--- src/rtl/busca_instrucao.sv ---
// Instruction fetch stage: requests one instruction word at the current PC.
// It holds the word for the decoder until the stage is released, then moves
// the PC to the next sequential, branch or jump address.
// Optional feature: define BUSCA_CONTADOR_EN to build the delivered-instruction
// counter (contador_instr). Without it the counter output is tied to zero.
module busca_instrucao #(
  parameter logic [31:0] PC_RESET = 32'h0000_0000
) (
  input  logic        clock,
  input  logic        reset_n,
  input  logic        stall,
  input  logic        desvio,
  input  logic [15:0] imediato,
  input  logic        salto,
  input  logic [25:0] endereco_salto,
  output logic        mem_req,
  output logic [31:0] mem_addr,
  input  logic        mem_ready,
  input  logic [31:0] mem_rdata,
  output logic [31:0] instr,
  output logic        instr_valid,
  output logic [31:0] pc_out,
  output logic [31:0] pc4_out,
  output logic [31:0] contador_instr
);

  localparam logic [1:0] OCIOSO  = 2'd0;
  localparam logic [1:0] BUSCA   = 2'd1;
  localparam logic [1:0] ENTREGA = 2'd2;

  logic [1:0]  state;
  logic [1:0]  state_nxt;
  logic [31:0] pc;
  logic [31:0] pc4;
  logic [31:0] branch_off;
  logic [31:0] next_pc;
  logic        leave_entrega;

  // Sequential successor; all arithmetic wraps modulo 2^32.
  assign pc4      = pc + 32'd4;
  assign pc4_out  = pc4;
  assign pc_out   = pc;
  assign mem_addr = pc;

  // The stage is released only in ENTREGA when the decoder is not stalling.
  assign leave_entrega = (state == ENTREGA) && !stall;

  // Next PC: jump beats branch, branch offset is a sign-extended word count.
  always_comb begin
    branch_off = {{14{imediato[15]}}, imediato, 2'b00};
    next_pc    = pc4;
    if (salto) begin
      next_pc = {pc4[31:28], endereco_salto, 2'b00};
    end else if (desvio) begin
      next_pc = pc4 + branch_off;
    end else begin
      next_pc = pc4;
    end
  end

  // Fetch sequencing: idle once after reset, wait for memory, then hold.
  always_comb begin
    state_nxt = state;
    case (state)
      OCIOSO: begin
        state_nxt = BUSCA;
      end
      BUSCA: begin
        if (mem_ready) begin
          state_nxt = ENTREGA;
        end else begin
          state_nxt = BUSCA;
        end
      end
      ENTREGA: begin
        if (stall) begin
          state_nxt = ENTREGA;
        end else begin
          state_nxt = BUSCA;
        end
      end
      default: begin
        state_nxt = OCIOSO;
      end
    endcase
  end

  // State, PC, captured word and registered handshake outputs.
  always_ff @(posedge clock or negedge reset_n) begin
    if (!reset_n) begin
      state       <= OCIOSO;
      pc          <= PC_RESET;
      instr       <= 32'h0000_0000;
      instr_valid <= 1'b0;
      mem_req     <= 1'b0;
    end else begin
      state       <= state_nxt;
      instr_valid <= (state_nxt == ENTREGA);
      mem_req     <= (state_nxt == BUSCA);
      if ((state == BUSCA) && mem_ready) begin
        instr <= mem_rdata;
      end
      if (leave_entrega) begin
        pc <= next_pc;
      end
    end
  end

`ifdef BUSCA_CONTADOR_EN
  logic [31:0] contador;

  // Counts instructions the decoder has consumed; wraps naturally.
  always_ff @(posedge clock or negedge reset_n) begin
    if (!reset_n) begin
      contador <= 32'h0000_0000;
    end else if (leave_entrega) begin
      contador <= contador + 32'd1;
    end
  end

  assign contador_instr = contador;
`else
  assign contador_instr = 32'h0000_0000;
`endif

endmodule

--- config.mk ---
export PLATFORM = sky130hd
export DESIGN_NAME = busca_instrucao
export DESIGN_NICKNAME = d
export VERILOG_FILES = /design/src/rtl/busca_instrucao.sv
export SDC_FILE = /design/constraint.sdc
export NUM_CORES = 1
export LEC_CHECK = 0
export CAP_MARGIN = 0
export CORE_ASPECT_RATIO = 1.1
export CORE_MARGIN = 3
export CORE_UTILIZATION = 48
export CTS_BUF_LIST = sky130_fd_sc_hd__clkbuf_8
export DETAILED_ROUTE_END_ITERATION = 10
export GPL_ROUTABILITY_DRIVEN = 0
export PLACE_DENSITY_LB_ADDON = 0.15
export SLEW_MARGIN = 0
export SYNTH_ARGS = -nofsm -noshare
export SYNTH_HDL_FRONTEND = slang
export SYNTH_SLANG_ARGS = --single-unit
--- constraint.sdc ---
create_clock -name clock -period 11.2 [get_ports clock]
set_input_delay 1.12 -clock clock [delete_from_list [all_inputs] [get_ports clock]]
set_output_delay 1.12 -clock clock [all_outputs]
set_load 0.005 [all_outputs]
==> results.sh, run 1 <==
export IMPL_drt_initial_drc_count=317
export IMPL_routedWlPerCell_microns=18.5
export IMPL_floorplan_initialDensity=0.498
export IMPL_numCtsBuffers=9
export IMPL_min_path_type="flop to flop"
export IMPL_syn_cell_area_sq_um=5800
export IMPL_yosysUniqueCellTypes=72
export IMPL_wl_met2_mm=9.02
export IMPL_numPortBuffers=203
export IMPL_max_freq_mhz=225
export IMPL_synth_edf_count=0
export IMPL_insertion_delay_ns=0.36
export IMPL_grt_antenna_before_repair=0
export IMPL_antennaDiodeCount=0
export IMPL_async_reset_ff_frac=1.00
export IMPL_final_common_cell="clkdlybuf4s50_1"
export IMPL_worstMarginPinSlew_ns=1.13
export IMPL_drv_cap=0
export IMPL_critPathRequiredTime_ns=11.40
export IMPL_ant_nets=0
export IMPL_highest_layer="met4"
export IMPL_grt_pass1_vias=5410
export IMPL_cp_cell_sequence="ha_1 > nand2_1 > or3_4 > nor3_2 > xor2_1 > ha_1 > a21oi_1 > o21ai_0 > a2111o_1 > a211oi_2 > o31ai_4 > and3_4 > nor3_2 > xor2_1 > o21ai_1"
export IMPL_cts_tree="done"
export IMPL_synth_warning_count=0
export IMPL_synth_simple_area_share=0.163
export IMPL_cp_end_kind="flop"
export IMPL_relSlewSlack=0.247
export IMPL_dieArea_sq_um=13400
export IMPL_fp_row_count=41
export IMPL_leakage_uw=0.00326
export IMPL_clock_sinks=66
export IMPL_setup_tns_ns=0
export IMPL_synth_compound_area_frac=0.195
export IMPL_p_per_area_nw_per_um2=261
export IMPL_m1WireLength_mm=7.29
export IMPL_outcome="finished, final reports clean"
export IMPL_ioPinCount=242
export IMPL_synth_flop_cell="dfrtp_1"
export IMPL_hold_violations=0
export IMPL_via_per_inst=5.55
export IMPL_fin_crit_ns=4.45
export IMPL_dpl_hpwl_mm=13.7
export IMPL_synthMuxAreaShare=0.0725
export IMPL_wl_mm=18.1
export IMPL_synth_top_family_by_area="compound AO/OA/AOI/OAI gates"
export IMPL_layout_common_cells="clkdlybuf4s50_1, nand2_1, dfrtp_1"
export IMPL_ys_seq_area_frac=0.285
export IMPL_ir_drop_uv=133
export IMPL_cts_resized_gates=0
export IMPL_dr_pass1_iters=5
export IMPL_critPathMaxFanout=6
export IMPL_cts_buffer_depth=2
export IMPL_finalCritPeriodShare=0.397
export IMPL_fin_nets=939
export IMPL_htree_levels=3
export IMPL_startpoint_type="flop"
export IMPL_grt_max_degree=67
export IMPL_fin_ws_ns=6.75
export IMPL_die_h_microns=121
export IMPL_post_cts_buffers=0
export IMPL_die_w_microns=111
export IMPL_synthesis_instances=660
export IMPL_wl_met3_mm=1.25
export IMPL_drive_above_1_share=0.0907
export IMPL_syn_to_final_growth_pct=33.2
export IMPL_ctsHoldBuffers=0
export IMPL_grt_overflow=0
export IMPL_clock_skew_ns=0.00857
export IMPL_cp_arrival_ns=4.65
export IMPL_r2r_slack_ns=6.75
export IMPL_cpPeakStageDelay_ns=0.46
export IMPL_path_class="flop to flop"
export IMPL_grt_total_usage=0.262
export IMPL_cts_clk_slew_worst_paths_ns=0.08
export IMPL_core_area_sq_um=11600
export IMPL_setup_viol=0
export IMPL_remaining_drc_errors=0
export IMPL_routed_via_count=5418
export IMPL_crit_path_top_delay_cell="or3_4"
export IMPL_grt_setup_unrepaired="false"
export IMPL_cts_root_buf="clkbuf_8"
export IMPL_post_synth_cell_area_avg_sq_um=8.78
export IMPL_drv_slew=0
export IMPL_synthAdderAreaFrac=0.0812
export IMPL_grt_pass1_wl_mm=28.6
export IMPL_synthXorXnorAreaFrac=0.0769
export IMPL_ys_ff_latch=66
export IMPL_post_place_ws_ns=6.52
[per-stage QoR]
| step | utilization | hold WS (ns) | total power [uW] | instance area, sq um | instances |
|---|---|---|---|---|---|
| final | 0.663 | 0.505 | 2010 | 7720 | 977 |
| after global placement | 0.643 | 0.488 | 1740 | 7490 | 961 |
| after detailed placement | 0.643 | 0.492 | 1770 | 7490 | 961 |
| after CTS | 0.663 | 0.511 | 2020 | 7720 | 977 |
| after floorplan | - | 0.503 | 1220 | 5930 | 697 |
| after global routing | 0.663 | 0.523 | 2160 | 7720 | 977 |
[Yosys cell counts (5+ instances only)]
library cell | instances | area share
dfrtp_1 | 66 | 0.28
o31ai_1 | 6 | 0.0078
o211ai_1 | 5 | 0.0065
clkbuf_1 | 14 | 0.0091
buf_4 | 69 | 0.089
xor2_1 | 19 | 0.029
nor2_1 | 43 | 0.028
a31oi_1 | 8 | 0.0086
nor3_1 | 12 | 0.010
ha_1 | 36 | 0.078
nand4_1 | 5 | 0.0054
a211oi_1 | 9 | 0.012
a21o_1 | 10 | 0.013
a21oi_1 | 49 | 0.042
inv_1 | 10 | 0.0065
mux2_2 | 32 | 0.062
and2_1 | 6 | 0.0065
clkbuf_8 | 6 | 0.014
o21ai_1 | 6 | 0.0052
mux2i_1 | 6 | 0.010
o21ai_0 | 48 | 0.041
xnor2_1 | 30 | 0.045
nand2_1 | 68 | 0.044
nand3_1 | 15 | 0.013
nor3b_1 | 6 | 0.0078
[layer usage]
metal,track usage,vias to the layer above
met5,0,-
met4,0.102,0
met3,0.0499,41
met2,0.464,260
met1,0.316,2532
li1,-,2585
[cells by family after synthesis]
| group | after synthesis |
|---|---|
| AOI/OAI and AO/OA | 177 |
| xor gates and xnor gates | 50 |
| and+or+nand+nor | 187 |
| DFF | 66 |
| adders and majority gates | 37 |
| other | 1 |
| muxes | 38 |
| buffers and inverters | 104 |
[layout make-up]
cell class	count	area, sq um
multi-input combinational	527	3560
clock buffer	9	124
inverter	11	41.3
sequential	66	1650
fill	994	3930
clock inverter	7	100
timing repair buffer	207	2060
tap	150	188
[worst paths after layout]
check / from / to / cells past startpoint
min in group asynchronous: reset_n / instr[22]$_DFFE_PN0P_ / 2
worst max register to register: mem_addr[3]$_DFFE_PN0P_ / mem_addr[31]$_DFFE_PN0P_ / 15
worst min-delay path: instr[7]$_DFFE_PN0P_ / instr[7]$_DFFE_PN0P_ / 1
worst min register to register: instr[7]$_DFFE_PN0P_ / instr[7]$_DFFE_PN0P_ / 1
max in group asynchronous: reset_n / mem_addr[22]$_DFFE_PN0P_ / 2
worst max-delay path: mem_addr[3]$_DFFE_PN0P_ / mem_addr[31]$_DFFE_PN0P_ / 15
[flip-flops by register name, summed over array words and instances (netlist names)]
register and cells:
instr 32, state 2, mem_addr 30, mem_req 1, instr_valid 1
[power breakdown]
group          internal [uW]  switching (uW)  leakage, uW
registers                352             131     0.000800
clock network            127             107     0.000114
logic                    712             584      0.00234
[critical path: cells and delay by family, from the launching register on]
family / cells / cell delay, ns
xor gates and xnor gates: 2 / 0.47
adders and majority gates: 2 / 0.66
and+or+nand+nor: 5 / 1.38
AOI/OAI and AO/OA: 6 / 1.33
DFF: 1 / 0.44
(Power assumes the default switching activity.)
==> run 2: changes to the inputs <==
--- a/config.mk
+++ b/config.mk
@@ -8,7 +8,7 @@
 export CAP_MARGIN = 0
 export CORE_ASPECT_RATIO = 1.1
 export CORE_MARGIN = 3
-export CORE_UTILIZATION = 48
+export CORE_UTILIZATION = 45
 export CTS_BUF_LIST = sky130_fd_sc_hd__clkbuf_8
 export DETAILED_ROUTE_END_ITERATION = 10
 export GPL_ROUTABILITY_DRIVEN = 0
==> constraint.sdc (replaced) <==
create_clock -name clock -period 4.2 [get_ports clock]
set_input_delay 0.42 -clock clock [delete_from_list [all_inputs] [get_ports clock]]
set_output_delay 0.42 -clock clock [all_outputs]
set_load 0.005 [all_outputs]
==> results.sh, run 2 (synthesis gave the netlist of run 1 again) <==
export IMPL_drt_initial_drc_count=352
export IMPL_dr_pass1_iters=7
export IMPL_cts_clk_slew_worst_paths_ns=0.08
export IMPL_htree_levels=3
export IMPL_cp_end_kind="flop"
export IMPL_final_common_cell="clkdlybuf4s50_1"
export IMPL_floorplan_initialDensity=0.471
export IMPL_grt_busiest_layer="met2"
export IMPL_leakage_uw=0.00335
export IMPL_die_w_microns=114
export IMPL_layout_common_cells="clkdlybuf4s50_1, nand2_1, dfrtp_1"
export IMPL_met1_usage=0.324
export IMPL_grt_setup_unrepaired="false"
export IMPL_drv_cap=0
export IMPL_post_cts_buffers=0
export IMPL_worstMarginPinSlew_ns=1.00
export IMPL_wl_mm=18.6
export IMPL_finalCritPeriodShare=0.931
export IMPL_antennaDiodeCount=0
export IMPL_ioPinCount=242
export IMPL_postLayoutCellArea_sq_um=7890
export IMPL_grt_pass1_vias=5415
export IMPL_numPortBuffers=203
export IMPL_critPathMaxFanout=6
export IMPL_setup_viol=0
export IMPL_regMostFlops="instr"
export IMPL_grt_pass1_wl_mm=29.1
export IMPL_startpoint_type="flop"
export IMPL_syn_to_final_growth_pct=36.2
export IMPL_remaining_drc_errors=0
export IMPL_numCtsBuffers=9
export IMPL_min_path_type="primary input to asynchronous set/reset pin"
export IMPL_die_h_microns=125
export IMPL_grt_overflow=0
export IMPL_ant_nets=0
export IMPL_grt_max_degree=49
export IMPL_drive_above_1_share=0.117
export IMPL_max_freq_mhz=256
export IMPL_insertion_delay_ns=0.36
export IMPL_routedWlPerCell_microns=18.7
export IMPL_met3_usage=0.0420
export IMPL_place_area_sq_um=7620
export IMPL_cts_buffer_depth=2
export IMPL_fp_row_count=42
export IMPL_clock_sinks=66
export IMPL_cp_arrival_ns=4.11
export IMPL_fin_crit_ns=3.91
export IMPL_hold_violations=0
export IMPL_cts_resized_gates=0
export IMPL_rr_worst_depth=16
export IMPL_core_area_sq_um=12300
export IMPL_clock_skew_ns=0.00768
export IMPL_cts_tree="done"
export IMPL_dpl_hpwl_mm=14.3
export IMPL_setup_tns_ns=0
export IMPL_dieArea_sq_um=14300
export IMPL_critPathRequiredTime_ns=4.41
export IMPL_grt_total_usage=0.254
export IMPL_fin_nets=955
export IMPL_relSlewSlack=0.328
export IMPL_routed_via_count=5491
export IMPL_cts_root_buf="clkbuf_8"
export IMPL_ctsHoldBuffers=0
export IMPL_ir_drop_uv=361
export IMPL_drv_slew=0
export IMPL_r2r_slack_ns=0.29
export IMPL_largest_register_ffs=32
export IMPL_path_class="flop to flop"
export IMPL_outcome="finished, final reports clean"
export IMPL_grt_antenna_before_repair=0
export IMPL_use_met2=0.424
export IMPL_p_per_area_nw_per_um2=697
export IMPL_via_per_inst=5.51
-- run 2: layer usage --
layer | vias to the layer above | wire length (microns)
met5 | - | 0
met4 | 0 | 580
met3 | 37 | 1360
met2 | 266 | 9080
met1 | 2579 | 7600
li1 | 2609 | -
-- run 2: worst max-delay path, cell delays in order, from the launching register on --
cell and delay, ns:
dfrtp_2 0.42, ha_4 0.18, nand2_1 0.12, or3_4 0.45, nor2_1 0.17, and4_1 0.26, xor2_2 0.19, ha_1 0.31
a21oi_1 0.15, o21ai_0 0.15, a2111o_1 0.42, a211oi_4 0.23, o31ai_4 0.12, and3_4 0.19, nor3_2 0.16, xor2_1 0.16
o21ai_1 0.07
-- run 2: area by class of cell --
cell class	count	area [sq um]
sequential	66	1660
inverter	11	41.3
fill	1072	4400
timing repair buffer	223	2180
clock buffer	9	124
tap	154	193
multi-input combinational	527	3600
clock inverter	7	100
-- run 2: final timing paths --
kind | end | startpoint
worst max-delay path | mem_addr[31]$_DFFE_PN0P_ | mem_addr[2]$_DFFE_PN0P_
worst min-delay path | instr[21]$_DFFE_PN0P_ | reset_n
worst max register to register | mem_addr[31]$_DFFE_PN0P_ | mem_addr[2]$_DFFE_PN0P_
worst min register to register | instr[15]$_DFFE_PN0P_ | instr[15]$_DFFE_PN0P_
max in group asynchronous | mem_addr[3]$_DFFE_PN0P_ | reset_n
min in group clock | instr[15]$_DFFE_PN0P_ | instr[15]$_DFFE_PN0P_
-- run 2: where the power goes --
group	total, uW	internal, uW	switching [uW]
combinational	3610	1980	1630
sequential	1260	942	322
clock	631	340	292
-- run 2: through the flow --
step	hold WS, ns	total power [uW]	instances	setup WS [ns]	util
global route	0.178	5890	997	0.0270	0.642
floorplan	0.124	3260	697	0.443	-
detailed placement	0.493	4820	981	0.114	0.620
CTS	0.143	5470	997	0.0876	0.638
global placement	0.487	4740	981	0.195	0.620
finish	0.136	5500	997	0.291	0.642
==> run 3: changes to the inputs <==
--- a/config.mk
+++ b/config.mk
@@ -13,7 +13,7 @@
 export DETAILED_ROUTE_END_ITERATION = 10
 export GPL_ROUTABILITY_DRIVEN = 0
 export PLACE_DENSITY_LB_ADDON = 0.15
-export SLEW_MARGIN = 0
+export SLEW_MARGIN = 20
 export SYNTH_ARGS = -nofsm -noshare
 export SYNTH_HDL_FRONTEND = slang
 export SYNTH_SLANG_ARGS = --single-unit
==> results of run 3 <==
Same layout as run 2: the final DEF is identical, and so are final timing and power.
